===== src/rtl/divmod_pkg.sv =====
// Shared definitions for the sequential divider.
// State encoding and default operand width.
package divmod_pkg;

   localparam int DIVMOD_WIDTH_DEFAULT = 32;

   typedef enum logic [1:0] {
      IDLE = 2'd0,
      CALC = 2'd1,
      FIX  = 2'd2,
      DONE = 2'd3
   } state_t;

endpackage


===== src/rtl/divmod_step.sv =====
// One radix-2 restoring iteration: shift in the next dividend
// bit, trial-subtract |B|, keep or restore the partial remainder.
module divmod_step
   import divmod_pkg::*;
#(
   parameter int WIDTH = DIVMOD_WIDTH_DEFAULT
) (
   input  logic [WIDTH-1:0] rem,
   input  logic             quo_msb,
   input  logic [WIDTH-1:0] abs_b,
   output logic [WIDTH-1:0] rem_next,
   output logic             q_bit
);

   logic [WIDTH:0] shifted;
   logic [WIDTH:0] trial;

   assign shifted = {rem, quo_msb};
   assign trial   = shifted - {1'b0, abs_b};

   // A clear top bit means the trial subtraction did not borrow.
   always_comb begin
      q_bit    = ~trial[WIDTH];
      rem_next = trial[WIDTH] ? shifted[WIDTH-1:0] : trial[WIDTH-1:0];
   end

endmodule


===== src/rtl/divmod_unit.sv =====
// Sequential shift-subtract divider returning quotient and
// remainder, signed or unsigned, with divide-by-zero flagging.
module divmod_unit
   import divmod_pkg::*;
#(
   parameter int WIDTH = DIVMOD_WIDTH_DEFAULT
) (
   input  logic             clk,
   input  logic             reset,
   input  logic             start,
   input  logic             signed_mode,
   input  logic [WIDTH-1:0] dividend,
   input  logic [WIDTH-1:0] divisor,
   output logic             busy,
   output logic             done,
   output logic [WIDTH-1:0] quotient,
   output logic [WIDTH-1:0] remainder,
   output logic             div_by_zero
);

   localparam int CNT_W = $clog2(WIDTH + 1);
   localparam logic [WIDTH-1:0] ONE   = WIDTH'(1);
   localparam logic [CNT_W-1:0] C_ONE = CNT_W'(1);
   localparam logic [CNT_W-1:0] C_W   = CNT_W'(WIDTH);

   state_t           state;
   logic [WIDTH-1:0] rem_q;
   logic [WIDTH-1:0] quo_q;
   logic [WIDTH-1:0] absb_q;
   logic [CNT_W-1:0] cnt;
   logic             neg_q;
   logic             neg_r;
   logic             zero_q;

   logic             sign_a;
   logic             sign_b;
   logic [WIDTH-1:0] abs_a;
   logic [WIDTH-1:0] abs_b;
   logic [WIDTH-1:0] rem_nx;
   logic             q_bit;

   // Operand magnitudes; sign bits only matter in signed mode.
   always_comb begin
      sign_a = signed_mode & dividend[WIDTH-1];
      sign_b = signed_mode & divisor[WIDTH-1];
      abs_a  = sign_a ? (~dividend + ONE) : dividend;
      abs_b  = sign_b ? (~divisor + ONE) : divisor;
   end

   divmod_step #(
      .WIDTH (WIDTH)
   ) u_step (
      .rem      (rem_q),
      .quo_msb  (quo_q[WIDTH-1]),
      .abs_b    (absb_q),
      .rem_next (rem_nx),
      .q_bit    (q_bit)
   );

   // Control FSM with datapath registers and registered outputs.
   always_ff @(posedge clk or posedge reset) begin
      if (reset) begin
         state       <= IDLE;
         busy        <= 1'b0;
         done        <= 1'b0;
         div_by_zero <= 1'b0;
         quotient    <= '0;
         remainder   <= '0;
         rem_q       <= '0;
         quo_q       <= '0;
         absb_q      <= '0;
         cnt         <= '0;
         neg_q       <= 1'b0;
         neg_r       <= 1'b0;
         zero_q      <= 1'b0;
      end else begin
         done <= 1'b0;
         unique case (state)
            IDLE: begin
               if (start) begin
                  busy        <= 1'b1;
                  div_by_zero <= 1'b0;
                  neg_q       <= sign_a ^ sign_b;
                  neg_r       <= sign_a;
                  rem_q       <= '0;
                  quo_q       <= abs_a;
                  absb_q      <= abs_b;
                  cnt         <= C_W;
                  if (divisor == '0) begin
                     quotient  <= '1;
                     remainder <= dividend;
                     zero_q    <= 1'b1;
                     state     <= DONE;
                  end else begin
                     zero_q <= 1'b0;
                     state  <= CALC;
                  end
               end
            end
            CALC: begin
               rem_q <= rem_nx;
               quo_q <= {quo_q[WIDTH-2:0], q_bit};
               cnt   <= cnt - C_ONE;
               if (cnt == C_ONE) state <= FIX;
            end
            FIX: begin
               quotient  <= neg_q ? (~quo_q + ONE) : quo_q;
               remainder <= neg_r ? (~rem_q + ONE) : rem_q;
               state     <= DONE;
            end
            DONE: begin
               done        <= 1'b1;
               busy        <= 1'b0;
               div_by_zero <= zero_q;
               state       <= IDLE;
            end
            default: state <= IDLE;
         endcase
      end
   end

endmodule


===== config.mk =====
export PLATFORM = sky130hd
export DESIGN_NAME = divmod_unit
export DESIGN_NICKNAME = d
export VERILOG_FILES = /design/src/rtl/divmod_pkg.sv /design/src/rtl/divmod_step.sv /design/src/rtl/divmod_unit.sv
export SDC_FILE = /design/constraint.sdc
export NUM_CORES = 1
export LEC_CHECK = 0
export BUFFER_PORTS_ARGS = -buffer_cell sky130_fd_sc_hd__buf_2
export CAP_MARGIN = 10
export CORE_MARGIN = 2
export CORE_UTILIZATION = 50
export CTS_BUF_LIST = sky130_fd_sc_hd__clkbuf_8 sky130_fd_sc_hd__clkbuf_16
export DETAILED_ROUTE_END_ITERATION = 12
export HOLD_SLACK_MARGIN = 0.03
export PLACE_DENSITY = 0.7
export SLEW_MARGIN = 30
export SYNTH_ARGS = -nofsm -noshare
export SYNTH_HDL_FRONTEND = slang
export SYNTH_HIERARCHICAL = 1
export SYNTH_SLANG_ARGS = --single-unit
export TNS_END_PERCENT = 20

===== constraint.sdc =====
create_clock -name clk -period 7.8 [get_ports clk]
set_input_delay 0.39 -clock clk [delete_from_list [all_inputs] [get_ports clk]]
set_output_delay 0.39 -clock clk [all_outputs]
set_load 0.05 [all_outputs]

# Word-level counts from Yosys, hierarchy flattened
# Index checks and enable logic that the tools add are counted.
word_totals:
  reg_bits: 174
  latch_bits: 0
  ramBits: 0
  romBits: 0
  inputBits: 68
  out_inout_bits: 67
  elab_cells: 71
  memories: 0
op_classes:
  add_sub_neg: 6
  n_mul: 0
  n_div: 0
  n_lt_le_gt_ge: 0
  eq_ne: 7
  n_shift: 0
  n_mux: 27
  n_bitwise: 8
  n_reduce_logical: 10
op_table:
  columns: ["cell", "count"]
  rows:
  - ["two-way mux 32 bit", 11]
  - ["one-hot mux 32 bit (2 select lines)", 4]
  - ["adder 32 x 1 -> 32 bit, second input constant", 4]
  - ["inverter 32 bit", 4]
  - ["subtractor 33 x 32 -> 33 bit", 1]
  - ["zero test 32 bit", 1]
  - ["one-hot mux 6 bit (2 select lines)", 1]
  - ["one-hot mux 2 bit (4 select lines)", 1]
  - ["AND reduction 2 bit", 4]
  - ["equality test 6 x 1 -> 1 bit, second input constant", 1]
  - ["two-way mux 2 bit", 3]
  - ["two-way mux 6 bit", 1]
  - ["inequality test 2 bit, second input constant", 3]
  - ["nonzero test 2 bit", 3]
  - ["subtractor 6 x 1 -> 6 bit, second input constant", 1]
  - ["equality test 2 bit, second input constant", 2]
  - ["two-way mux 1 bit", 4]
  - ["one-hot mux 1 bit (2 select lines)", 2]
  - ["AND reduction 3 bit", 1]
  - ["AND 1 bit", 2]
  - ["equality test 2 x 1 -> 1 bit, second input constant", 1]
  - ["zero test 2 bit", 1]
  - ["inverter 1 bit", 1]
  - ["XOR 1 bit", 1]

# Longest topological paths before layout
logic_depth:
  ltp_word: 5
  depth_mapped: 17
  ltp_nobuf: 15

# Modules after synthesis
# The synthesis kept the hierarchy.
modules_own_cells:
  columns: ["module", "n_inst", "cells_per_inst", "area_each_um2", "seq_area_each_um2"]
  rows:
  - ["divmod_unit", 1, 1106, 10072.2, 4354.2]
  - ["divmod_step", 1, 309, 2317.2, 0.0]

# Least setup slack after synthesis
# Ideal clock, no wire load.
synth_path:
  path_type: "flip-flop to flip-flop"
  startpoint: "register quo_q[31]"
  endpoint: "register rem_q[10]"
  setup_time_ps: 121
  arrival_time_ps: 3256
  slack_ps: 4423
  stages_incl_launch_ff: 17
  n_path_buf: 2
  period_less_slack_ps: 3377
  path_cell_list: "dfrtp_1 inv_1 ha_1 fa_1 and2b_1 o2111ai_2 a21oi_2 o211ai_2 a211oi_4 nor2_4 mux2i_4 and2_4 buf_12 inv_8 buf_12 mux2_4 a22o_1"
synth_between:
  elab_chain_len: 3
synth_lines:
  columns: ["element", "line_no", "text"]
  rows:
  - ["from (decl)", "divmod_unit.sv:28", "logic [WIDTH-1:0] quo_q;"]
  - ["from (signal assigned)", "divmod_unit.sv:86", "quo_q <= abs_a;"]
  - ["from (signal assigned)", "divmod_unit.sv:102", "quo_q <= {quo_q[WIDTH-2:0], q_bit};"]
  - ["subtractor 33 x 32 -> 33 bit", "divmod_step.sv:19", "assign trial = shifted - {1'b0, abs_b};"]
  - ["two-way mux 32 bit", "divmod_step.sv:24", "rem_next = trial[WIDTH] ? shifted[WIDTH-1:0] : trial[WIDTH-1:0];"]
  - ["named net rem_nx[10]", "divmod_unit.sv:39", "logic [WIDTH-1:0] rem_nx;"]
  - ["one-hot mux 32 bit (2 select lines)", "divmod_unit.sv:78", "unique case (state)"]
  - ["to (signal assigned)", "divmod_unit.sv:101", "rem_q <= rem_nx;"]
  - ["to (decl)", "divmod_unit.sv:27", "logic [WIDTH-1:0] rem_q;"]
# The timed path passes the listed nets, and every way through them passes these cells.
# A chain may end at the register's enable or synchronous reset.

# Final worst setup path
layout_path:
  startpoint: "register quo_q[31]"
  endpoint: "register rem_q[28]"
# Same word-level chain as after synthesis.

==> metrics.cfg <==
[global_routing]
grt_pass1_vias = 10600
met2_usage_pct = 45.8
grt-ovfl-total = 0
grt_pass1_wl_mm = 56.4
grt_busiest_layer = met2
met3_usage_pct = 3.34
grtUsageTotal_pct = 26.9
antenna_found_initial = 0
use_met1_pct = 35.8
grt_max_degree = 95

[cts]
clkSlewWorstSetupHoldPaths_ps = 70
cts_buffers = 17
clkLatencyLatePin_ps = 430
cts_resized = 0
cts_setup_buffers = 0
cts_num_sinks = 174
h-tree-depth = 4
clockBufferDepth = 2
cts-root-buf = clkbuf_16
hold_buffers = 0
cts_tree = built

[setup_path]
worst_ep_arrival_time_ps = 3970
cp_max_fo = 24
slowest_stage = dfrtp_1
max_stage_delay_ps = 420
r2r-start = quo_q[31]
startpoint_type = register
critical_path_class = reg -> reg
end_kind = register
cp-startpoint = quo_q[31]
worstPathRequired_ps = 8120
crit_chain = inv_1, ha_1, fa_1, and2b_1, o2111ai_2, a21oi_2, o211ai_2, a211oi_4, nor2_4, mux2i_4, and2_4, inv_8, mux2_4, a22o_1

[sta]
whs_ps = 105
rsz0062_at_grt = false
min_period_over_period_pct = 46.8
final-hold-violation-count = 0
worstMarginPinSlew_ps = 987
timing.slew.headroom_pct = 33.3
finalMaxSlewViolations = 0
clock.fmax_mhz = 274
tns_ps = 0
clock-skew-final_ps = 10.4
setup_viol = 0
period_needed_ps = 3650

[routing]
drt-initial-drc-count = 851
routedWlPerCell_um = 19.0
num_vias = 11100
dr.pass1.iters = 5
drc = 0
postRouteAntennaNets = 0
wirelength_mm = 34.6
vias_per_cell = 6.10

[layout]
multi_input_area_um2 = 7360
fill_cells = 2231
ff_latch_area_um2 = 4360
diodes = 0
layout-drive-gt1-share_pct = 16.5
fin_nets = 1600
area_delta_synth_final_pct = 11.2

[status]
status = finished clean

[die]
die_h_um = 161
die_w_um = 161
start_util_pct = 50.9
coreArea_um2 = 24300
io_pins = 135
die_area_um2 = 26100
num_rows = 57

[logic_synthesis]
yosys-mux-area-fraction_pct = 5.69
synthXorXnorAreaFrac_pct = 8.84
yosys.area_share.simple_pct = 18.0
seq_area_frac_synth_pct = 35.1
synthTopCellsByArea = dfrtp_1 (35%), xor2_1 (5.6%), ha_1 (4.2%)
synth_top_area_share_pct = 35.1
synth_top_cell_by_area = dfrtp_1
syn_area_um2 = 12400
yosys_warnings = 6
synth_nets = 1526
syn-instance-count = 1415
synthAdderAreaFrac_pct = 4.40
synth-async-reset-ratio_pct = 100
synth-compound-area-share_pct = 22.3
synth_most_common_cell = dfrtp_1
synth-edff-count = 0
ys_top_cells_by_count = dfrtp_1 (174), nand2_1 (114), o21ai_0 (105)
synth_top_family_by_area = compound AO/OA/AOI/OAI gates
synth.distinct_cells = 81
synth-seq-cells = 174
synth_area_per_cell_um2 = 8.76
synth_flop_cell = dfrtp_1

[hold_path]
worstHoldPathType = in -> async

[power_and_ir_drop]
vdd_drop_max_mv = 0.214
powerDensity_nw_per_um2 = 502
p_leak_uw = 0.00587

[placement]
detailed_place_hpwl_mm = 25.4
gp_congestion = 0.946
portBuffers = 134

[flow_run]
drv_cap = 0

## worst max-delay path, delay by kind of cell (launching register included)
kind | cells | cell delay, ps
AO/OA/AOI/OAI | 5 | 1020
adder cells (fa/ha/maj) | 2 | 620
buffers and inverters | 2 | 190
flip-flops | 1 | 420
multiplexers | 2 | 640
AND/OR/NAND/NOR | 3 | 640
## cells by family after synthesis
family,count (synthesis)
compound gates,417
xor+xnor,125
fa+ha+maj,43
buf+inv,165
flops,174
mux,57
simple gates,434
## through the flow
stage	setup WS (ps)	power [uW]	utilization, %	cells	cell area (um^2)
2_1_floorplan	2690	5130	-	1415	12400
3_3_place_gp	4230	5930	54.2	1794	13200
3_5_place_dp	4180	5990	54.2	1794	13200
4_1_cts	4160	6890	56.7	1825	13800
5_1_grt	3960	7420	56.7	1825	13800
6_report	4150	6910	56.7	1825	13800
## flip-flops by register name, indices dropped and copies added (netlist names)
| name | cells |
|---|---|
| done | 1 |
| quo_q | 32 |
| quotient | 32 |
| neg_q | 1 |
| remainder | 32 |
| busy | 1 |
| cnt | 6 |
| state | 2 |
| rem_q | 32 |
| zero_q | 1 |
| div_by_zero | 1 |
| neg_r | 1 |
| absb_q | 32 |
## power breakdown
group / switching (uW) / leakage (uW) / internal [uW] / total [uW]
Sequential: 467 / 0.00207 / 1310 / 1770
Combinational: 2580 / 0.00352 / 1690 / 4270
Clock: 370 / 0.000285 / 499 / 869
Total: 3420 / 0.00587 / 3500 / 6910
## path summary, 6_finish.rpt
check	end	depth (start not counted)	slack [ps]
max	rem_q[28]	14	4150
min	cnt[1]	2	110
max reg2reg	rem_q[28]	14	4150
min reg2reg	zero_q	2	480
max in group asynchronous	neg_r	3	6380
min in group clk	absb_q[30]	3	240
## layout make-up
class,count,share of cell area [%]
multi-input combinational,1076,53.4
sequential,174,31.6
timing repair buffer,148,5.66
clock buffer,20,3.39
tap,324,2.94
inverter,72,2.05
clock inverter,11,0.954
## placed cells by master (no fill, tap or decap), types with 20 or more instances in the layout
cell type / instances
or4_1: 23
xor2_1: 79
nand3_1: 42
xnor2_1: 46
o31ai_1: 27
buf_2: 134
a31oi_1: 48
dfrtp_1: 173
nor4_1: 23
nand2_1: 112
nor3_1: 54
o41ai_1: 23
o21ai_0: 104
nor2_1: 72
or3_1: 27
inv_1: 70
ha_1: 41
a21oi_1: 74
a22o_1: 27
mux2_2: 20
## metal layers
layer,wire [um],vias up
li1,-,5371
met1,15400,5319
met2,16700,387
met3,1790,50
met4,755,0
met5,0,-
Note: power is estimated with default switching activity, not from simulation.
